`config.mk`:
```
export PLATFORM = sky130hd
export DESIGN_NAME = sram_access_arbiter_flat
export DESIGN_NICKNAME = d
export VERILOG_FILES = /design/src/rtl/mem_pkg.sv /design/src/rtl/sram_access_arbiter_if.sv /design/src/rtl/sram_grant_policy.sv /design/src/rtl/sram_access_arbiter.sv /design/src/flat_wrapper.sv
export SDC_FILE = /design/constraint.sdc
export NUM_CORES = 1
export LEC_CHECK = 0
export BUFFER_PORTS_ARGS = -buffer_cell sky130_fd_sc_hd__buf_4
export CORE_ASPECT_RATIO = 2
export CORE_MARGIN = 4
export CORE_UTILIZATION = 32
export CTS_CLUSTER_SIZE = 20
export DETAILED_ROUTE_END_ITERATION = 7
export PLACE_DENSITY = 0.57
export SLEW_MARGIN = 10
export SYNTH_ARGS = -nofsm -noshare
export SYNTH_HDL_FRONTEND = slang
export SYNTH_SLANG_ARGS = --single-unit
```
`constraint.sdc`:
```
create_clock -name clk -period 1.69 [get_ports clk]
set_input_delay 0.0845 -clock clk [delete_from_list [all_inputs] [get_ports clk]]
set_output_delay 0.0845 -clock clk [all_outputs]
set_load 0.02 [all_outputs]
```
`src/rtl/mem_pkg.sv`:
```
// Shared types and constants for the SRAM access arbiter: FSM state encodings,
// requester IDs, default SRAM base addresses and the address-mapping helper.
package mem_pkg;

   typedef enum logic [1:0] {
      IDLE    = 2'd0,
      READ    = 2'd1,
      WRITE   = 2'd2,
      RECOVER = 2'd3
   } arb_state_t;

   typedef enum logic {
      REQ_CPU = 1'b0,
      REQ_PPU = 1'b1
   } req_id_t;

   localparam logic [17:0] DEF_PATTERN_START = 18'd0;
   localparam logic [17:0] DEF_PROGRAM_START = 18'd0;

   // Base + zero-extended offset, silently wrapping modulo 2^18.
   function automatic logic [17:0] sram_map(input logic [17:0] base, input logic [15:0] offs);
      return base + {2'b00, offs};
   endfunction

endpackage

```
`src/rtl/sram_access_arbiter_if.sv`:
```
// Requester-side bus of the SRAM arbiter: CPU read/write channel, PPU read
// channel and the CPU ready flag. The arbiter takes the slave modport.
interface sram_access_arbiter_if;
   logic        cpu_req;
   logic        cpu_rnw;
   logic [15:0] cpu_addr;
   logic [7:0]  cpu_wdata;
   logic        cpu_ack;
   logic [7:0]  cpu_rdata;
   logic        ready;
   logic        ppu_req;
   logic [12:0] ppu_addr;
   logic        ppu_ack;
   logic [7:0]  ppu_rdata;

   modport master (
      output cpu_req, cpu_rnw, cpu_addr, cpu_wdata, ppu_req, ppu_addr,
      input  cpu_ack, cpu_rdata, ready, ppu_ack, ppu_rdata
   );

   modport slave (
      input  cpu_req, cpu_rnw, cpu_addr, cpu_wdata, ppu_req, ppu_addr,
      output cpu_ack, cpu_rdata, ready, ppu_ack, ppu_rdata
   );
endinterface

```
`src/rtl/sram_grant_policy.sv`:
```
// Priority decision for the SRAM arbiter: PPU first, CPU forced through once
// it has watched CPU_MAX_WAIT consecutive PPU grants. Owns the wait counter.
module sram_grant_policy #(
   parameter int CPU_MAX_WAIT = 4
) (
   input  logic       clk,
   input  logic       rst,
   input  logic       idle,
   input  logic       cpu_req,
   input  logic       ppu_req,
   output logic       grant_cpu,
   output logic       grant_ppu,
   output logic [3:0] wait_cnt
);

   localparam logic [3:0] MAX_WAIT = 4'(CPU_MAX_WAIT);

   always_comb begin
      grant_cpu = 1'b0;
      grant_ppu = 1'b0;
      if (idle) begin
         if (cpu_req && (wait_cnt >= MAX_WAIT)) begin
            grant_cpu = 1'b1;
         end else if (ppu_req) begin
            grant_ppu = 1'b1;
         end else if (cpu_req) begin
            grant_cpu = 1'b1;
         end
      end
   end

   // Only IDLE cycles move the counter; it saturates rather than wrapping.
   always_ff @(posedge clk) begin
      if (rst) begin
         wait_cnt <= 4'd0;
      end else if (idle) begin
         if (!cpu_req || grant_cpu) begin
            wait_cnt <= 4'd0;
         end else if (grant_ppu && (wait_cnt != 4'd15)) begin
            wait_cnt <= wait_cnt + 4'd1;
         end
      end
   end

endmodule

```
`src/rtl/sram_access_arbiter.sv`:
```
// Shares one external 8-bit SRAM between CPU (read/write) and PPU (read-only).
// Optional macro SRAM_WRITE_PROTECT_EN drops CPU writes to $8000-$FFFF.
//
// state   | meaning
// IDLE    | strobes high, arbitrate every cycle
// READ    | csn/oen low for ACCESS_CYCLES cycles, capture sram_din on the last
// WRITE   | csn/wen low, bus driven with cpu_wdata for ACCESS_CYCLES cycles
// RECOVER | one turnaround cycle, ack visible here
module sram_access_arbiter
   import mem_pkg::*;
#(
   parameter logic [17:0] SRAM_PATTERN_START = DEF_PATTERN_START,
   parameter logic [17:0] SRAM_PROGRAM_START = DEF_PROGRAM_START,
   parameter int          ACCESS_CYCLES      = 2,
   parameter int          CPU_MAX_WAIT       = 4
) (
   input  logic                 clk,
   input  logic                 rst,
   sram_access_arbiter_if.slave bus,
   output logic                 sram_csn,
   output logic                 sram_oen,
   output logic                 sram_wen,
   output logic [17:0]          sram_addr,
   output logic [7:0]           sram_dout,
   output logic [7:0]           sram_data_t,
   input  logic [7:0]           sram_din
);

   localparam logic [3:0] CNT_LOAD = 4'(ACCESS_CYCLES - 1);

   arb_state_t  state_q, state_d;
   req_id_t     owner_q, owner_d;
   logic [3:0]  cnt_q, cnt_d;
   logic [17:0] addr_d;
   logic [7:0]  dout_d;
   logic [7:0]  cpu_rdata_d, ppu_rdata_d;
   logic        cpu_ack_d, ppu_ack_d;
   logic        grant_cpu, grant_ppu;
   logic        wp_block;
   logic [3:0]  wait_cnt;

`ifdef SRAM_WRITE_PROTECT_EN
   assign wp_block = bus.cpu_addr[15];
`else
   assign wp_block = 1'b0;
`endif

   sram_grant_policy #(
      .CPU_MAX_WAIT (CPU_MAX_WAIT)
   ) u_policy (
      .clk       (clk),
      .rst       (rst),
      .idle      (state_q == IDLE),
      .cpu_req   (bus.cpu_req),
      .ppu_req   (bus.ppu_req),
      .grant_cpu (grant_cpu),
      .grant_ppu (grant_ppu),
      .wait_cnt  (wait_cnt)
   );

   assign bus.ready = ~(bus.cpu_req & bus.cpu_rnw & ~bus.cpu_ack);

   always_comb begin
      state_d     = state_q;
      owner_d     = owner_q;
      cnt_d       = cnt_q;
      addr_d      = sram_addr;
      dout_d      = sram_dout;
      cpu_rdata_d = bus.cpu_rdata;
      ppu_rdata_d = bus.ppu_rdata;
      cpu_ack_d   = 1'b0;
      ppu_ack_d   = 1'b0;
      case (state_q)
         IDLE: begin
            if (grant_ppu) begin
               owner_d = REQ_PPU;
               addr_d  = sram_map(SRAM_PATTERN_START, {3'b000, bus.ppu_addr});
               cnt_d   = CNT_LOAD;
               state_d = READ;
            end else if (grant_cpu) begin
               owner_d = REQ_CPU;
               cnt_d   = CNT_LOAD;
               if (bus.cpu_rnw) begin
                  addr_d  = sram_map(SRAM_PROGRAM_START, bus.cpu_addr);
                  state_d = READ;
               end else if (wp_block) begin
                  // Protected write: acknowledged without touching the pins.
                  cpu_ack_d = 1'b1;
                  state_d   = RECOVER;
               end else begin
                  addr_d  = sram_map(SRAM_PROGRAM_START, bus.cpu_addr);
                  dout_d  = bus.cpu_wdata;
                  state_d = WRITE;
               end
            end
         end
         READ, WRITE: begin
            if (cnt_q == 4'd0) begin
               state_d = RECOVER;
               if (owner_q == REQ_PPU) begin
                  ppu_ack_d = 1'b1;
                  if (state_q == READ) ppu_rdata_d = sram_din;
               end else begin
                  cpu_ack_d = 1'b1;
                  if (state_q == READ) cpu_rdata_d = sram_din;
               end
            end else begin
               cnt_d = cnt_q - 4'd1;
            end
         end
         RECOVER: state_d = IDLE;
         default: state_d = IDLE;
      endcase
   end

   // Pin registers follow the next state so strobes line up with the state.
   always_ff @(posedge clk) begin
      if (rst) begin
         state_q       <= IDLE;
         owner_q       <= REQ_CPU;
         cnt_q         <= 4'd0;
         sram_csn      <= 1'b1;
         sram_oen      <= 1'b1;
         sram_wen      <= 1'b1;
         sram_data_t   <= 8'hFF;
         sram_addr     <= 18'd0;
         sram_dout     <= 8'd0;
         bus.cpu_ack   <= 1'b0;
         bus.ppu_ack   <= 1'b0;
         bus.cpu_rdata <= 8'd0;
         bus.ppu_rdata <= 8'd0;
      end else begin
         state_q       <= state_d;
         owner_q       <= owner_d;
         cnt_q         <= cnt_d;
         sram_csn      <= !((state_d == READ) || (state_d == WRITE));
         sram_oen      <= (state_d != READ);
         sram_wen      <= (state_d != WRITE);
         sram_data_t   <= (state_d == WRITE) ? 8'h00 : 8'hFF;
         sram_addr     <= addr_d;
         sram_dout     <= dout_d;
         bus.cpu_ack   <= cpu_ack_d;
         bus.ppu_ack   <= ppu_ack_d;
         bus.cpu_rdata <= cpu_rdata_d;
         bus.ppu_rdata <= ppu_rdata_d;
      end
   end

endmodule

```
`src/flat_wrapper.sv`:
```
// flat-port wrapper written by rule: the top's interface ports become plain ports
module sram_access_arbiter_flat import mem_pkg::*;
#(
   parameter logic [17:0] SRAM_PATTERN_START = DEF_PATTERN_START,
   parameter logic [17:0] SRAM_PROGRAM_START = DEF_PROGRAM_START,
   parameter int          ACCESS_CYCLES      = 2,
   parameter int          CPU_MAX_WAIT       = 4
)
  (clk, rst, sram_csn, sram_oen, sram_wen, sram_addr, sram_dout, sram_data_t, sram_din, bus_cpu_req, bus_cpu_rnw, bus_cpu_addr, bus_cpu_wdata, bus_ppu_req, bus_ppu_addr, bus_cpu_ack, bus_cpu_rdata, bus_ready, bus_ppu_ack, bus_ppu_rdata);
  sram_access_arbiter_if bus_i ();
  input  logic clk;
  input  logic rst;
  output logic sram_csn;
  output logic sram_oen;
  output logic sram_wen;
  output logic [17:0] sram_addr;
  output logic [7:0] sram_dout;
  output logic [7:0] sram_data_t;
  input  logic [7:0] sram_din;
  input wire logic [$bits(bus_i.cpu_req)-1:0] bus_cpu_req;
  input wire logic [$bits(bus_i.cpu_rnw)-1:0] bus_cpu_rnw;
  input wire logic [$bits(bus_i.cpu_addr)-1:0] bus_cpu_addr;
  input wire logic [$bits(bus_i.cpu_wdata)-1:0] bus_cpu_wdata;
  input wire logic [$bits(bus_i.ppu_req)-1:0] bus_ppu_req;
  input wire logic [$bits(bus_i.ppu_addr)-1:0] bus_ppu_addr;
  output wire logic [$bits(bus_i.cpu_ack)-1:0] bus_cpu_ack;
  output wire logic [$bits(bus_i.cpu_rdata)-1:0] bus_cpu_rdata;
  output wire logic [$bits(bus_i.ready)-1:0] bus_ready;
  output wire logic [$bits(bus_i.ppu_ack)-1:0] bus_ppu_ack;
  output wire logic [$bits(bus_i.ppu_rdata)-1:0] bus_ppu_rdata;
  assign bus_i.cpu_req = bus_cpu_req;
  assign bus_i.cpu_rnw = bus_cpu_rnw;
  assign bus_i.cpu_addr = bus_cpu_addr;
  assign bus_i.cpu_wdata = bus_cpu_wdata;
  assign bus_i.ppu_req = bus_ppu_req;
  assign bus_i.ppu_addr = bus_ppu_addr;
  assign bus_cpu_ack = bus_i.cpu_ack;
  assign bus_cpu_rdata = bus_i.cpu_rdata;
  assign bus_ready = bus_i.ready;
  assign bus_ppu_ack = bus_i.ppu_ack;
  assign bus_ppu_rdata = bus_i.ppu_rdata;
  sram_access_arbiter #(.SRAM_PATTERN_START(SRAM_PATTERN_START), .SRAM_PROGRAM_START(SRAM_PROGRAM_START), .ACCESS_CYCLES(ACCESS_CYCLES), .CPU_MAX_WAIT(CPU_MAX_WAIT)) u_core (.clk(clk), .rst(rst), .bus(bus_i), .sram_csn(sram_csn), .sram_oen(sram_oen), .sram_wen(sram_wen), .sram_addr(sram_addr), .sram_dout(sram_dout), .sram_data_t(sram_data_t), .sram_din(sram_din));
endmodule
```
==> run metrics <==
Synth Area in XOR/XNOR=0%; main area contributors after synthesis=dfxtp_1 43%, mux2i_1 6.1%, a32o_1 4.9%; cell family with most CP delay=simple AND/OR/NAND/NOR gates; final wirelength=between 7000 and 8000 um; DR iter-0 viols=47; DIE AREA=9842 um^2; Slew Limit Fails=0; hold buffers post-CTS=0; Slew Limit Headroom=63.54%; post-synthesis sequential area ratio=42.52%; PortBufs=103; Worst path max stage delay=between 0.3 and 0.4 ns; kind of critical path=reg -> reg; Pleak=0.001691 uW; Mapped Avg Cell Area=9.552 um^2; Skew-Pair Late Insertion Delay=0.30 ns; Hold Violations, Final=0; Overall Global Routing Usage=approximately 15%; final setup fails=1; maximum fanout along the worst path=3; asr flop ratio synth=0%; post-synthesis simple-gate area fraction=approximately a fifth; DRT antenna net count=0; Post-Place Cells=470; DRT Pass-1 Iters=4; WL per Instance=15.15 um; adder-cell share of the synthesized area=3.797%; layout cells sized above 1=approximately two fifths; Fmax=570.9 MHz; Max Clock Skew=0.006755 ns; final core utilization=between 40% and 50%; yosys warns=0; clock network fraction of total power=between 10% and 20%; largest net degree at the start of global routing=32; P&R area growth vs syn=44.95%; num rows=between 40 and 50; Hold/Removal Path Class=in -> reg; Final period util=103.6%; # Max-Cap Violations=0; mux contribution to synthesized area=under 10%; EDFF count, synth=0; root buf cell=clkbuf_16; initial cell density of the core=approximately 33%; core area=8000 um^2; footprint of the multi-input gates=roughly 1400 um^2; Cell Int Power=3609 uW; non-filler instance count after layout=480; Die W=72.18 um; Die Y=roughly 140 um; Crit path arrival time=1.94 ns; post-synthesis cell count=276; crit path buf inv count=1; number of inserted diodes=0; TritonCTS Sinks=56; RSZ-0062 raised after global routing=yes; Yosys reg bits=56; Commonest cells post-synth=56 x dfxtp_1, 32 x nand2_1, 16 x mux2i_1, 14 x nand3b_1; antenna violations before repair=0; worst vdd ir=771.4 uV; ys flop type=dfxtp_1; I/O pins=106; largest family of logic cells by synthesized area=simple AND/OR/NAND/NOR gates; DRC Markers=0; min Tclk post-route=1.752 ns; Crit. Startpoint=u_core.cnt_q[1]; reg-to-reg startpoint=u_core.cnt_q[1]; first-pass GRT wire length=around 11000 um; hold path startpoint=rst; status=finished with violations; GPL Wtd Cong=approximately 0.76; Seq pwr share=30.7%; # nets final=~440; complex-gate fraction of the synthesized area=19.17%; Overflow after GRT=0; Yosys cell types=44; CTS tree=yes; vias in the first global route=2391; Switching Fraction=36.88%; Synth top area share=42.52%; clk slew on worst S/H paths=0.07 ns; synthesized cell area=2636 um^2; CTS max path bufs=2; Cell Pwr Density=1496 nW/um^2; Critical-path top delay cell=or3b_4; CP Cell Sequence=inv_2, ha_4, or3b_4, a31oi_4, nand2_1, ha_1, or2_1; post-route setup slack=-0.06156 ns; worst-margin pin slew=0.5462 ns; Num CTS Buffers=5; DP HPWL=between 5000 and 6000 um; failing checks=setup timing; register area=1125 um^2; H-tree depth=2; switching power=2108 uW; count leader, synth=dfxtp_1; Via density=5.040; total number of vias=around 2400; Comb pwr share=between 50% and 60%; CP startpoint kind=flip-flop; setup_tns=-0.06156 ns; cell accounting for the most synthesized area=dfxtp_1; Critical Path RT=1.88 ns; Critical Path End Type=flip-flop; fill count=770
## metrics by stage
stage | instance area (um^2) | setup WS (ns) | hold WS (ns) | power, uW
floorplan | 2674 | 0.001626 | 0.2460 | 3404
global placement | 3611 | -0.08400 | 0.3427 | 4444
detailed placement | 3611 | -0.1336 | 0.3492 | 4487
CTS | 3795 | -0.09261 | 0.04301 | 5694
global route | 3821 | -0.1452 | 0.05306 | 6087
finish | 3821 | -0.06156 | 0.04087 | 5717
## power groups by stage
| stage | clock network [uW] | registers (uW) | logic, uW |
|---|---|---|---|
| after floorplan | 0 | 2000 | 1410 |
| after global placement | 0 | 1780 | 2670 |
| after detailed placement | 0 | 1790 | 2700 |
| after CTS | 1110 | 1760 | 2820 |
| after global routing | 1140 | 1790 | 3150 |
| final | 1070 | 1760 | 2890 |
## state kept, by name (all words and copies together), names as in the netlist
signal,cells
u_core.sram_oen,1
u_core.sram_data_t,1
u_core.state_q,2
u_core.bus.cpu_ack,1
u_core.sram_csn,1
u_core.bus.ppu_rdata,8
u_core.bus.ppu_ack,1
u_core.sram_addr,16
u_core.bus.cpu_rdata,8
u_core.owner_q,1
u_core.sram_dout,8
u_core.u_policy.wait_cnt,4
u_core.cnt_q,4
## logic make-up (layout without fill, tap and decap cells)
group	count (synthesis)	after routing
AOI/OAI and AO/OA	63	63
adders and majority gates	8	8
muxes	16	16
DFF	56	56
buffers and inverters	40	147
other	1	2
and+or+nand+nor	92	92
## what timing repair did
item                                    CTS  global route
buffers inserted                          1             1
gates resized for setup                   7             3
endpoints found under the setup margin   14             3
pin swaps                                 1             3
gates cloned                              0             0
## metal layers
layer / track usage [%] / share of wire [%] / vias to the layer above
met5: 0 / 0 / -
met4: 5.439 / 1.8 / 0
met3: 3.775 / 6.6 / 9
met2: 28.17 / 55 / 82
met1: 15.03 / 37 / 1126
li1: - / - / 1202
## final timing paths
| path | end | slack, ns | cells after the start |
|---|---|---|---|
| max | u_core.sram_csn | -0.06 | 7 |
| min | u_core.owner_q | 0.04 | 2 |
| max reg2reg | u_core.sram_csn | -0.06 | 7 |
| min reg2reg | u_core.bus.ppu_rdata[1] | 0.46 | 2 |
## worst register-to-register path: stages (launching register included)
cell,delay (ns)
dfxtp_2,0.33
inv_2,0.07
ha_4,0.13
or3b_4,0.38
a31oi_4,0.19
nand2_1,0.08
ha_1,0.28
or2_1,0.20
## final cells by class
| type | instances | area share [%] |
|---|---|---|
| clock buffers | 7 | 3.733 |
| clock inverters | 1 | 0.1965 |
| inverters | 9 | 0.8841 |
| multi-input cells | 181 | 36.31 |
| flip-flops and latches | 56 | 29.44 |
| well taps | 96 | 3.143 |
| repair buffers | 130 | 26.29 |
## cells in the final DEF (no fill, tap or decap), types with 4 or more instances in the layout
| master | n |
|---|---|
| ha_1 | 6 |
| nand2_1 | 31 |
| buf_4 | 127 |
| a32o_1 | 13 |
| nand4b_1 | 9 |
| inv_1 | 6 |
| a32oi_1 | 4 |
| clkbuf_16 | 5 |
| nand3b_1 | 14 |
| o21bai_1 | 13 |
| dfxtp_1 | 53 |
| mux2i_1 | 16 |
| o31ai_1 | 8 |
| nor2_1 | 8 |
| a21oi_1 | 9 |
No activity file was read; power rests on OpenSTA's default activity.
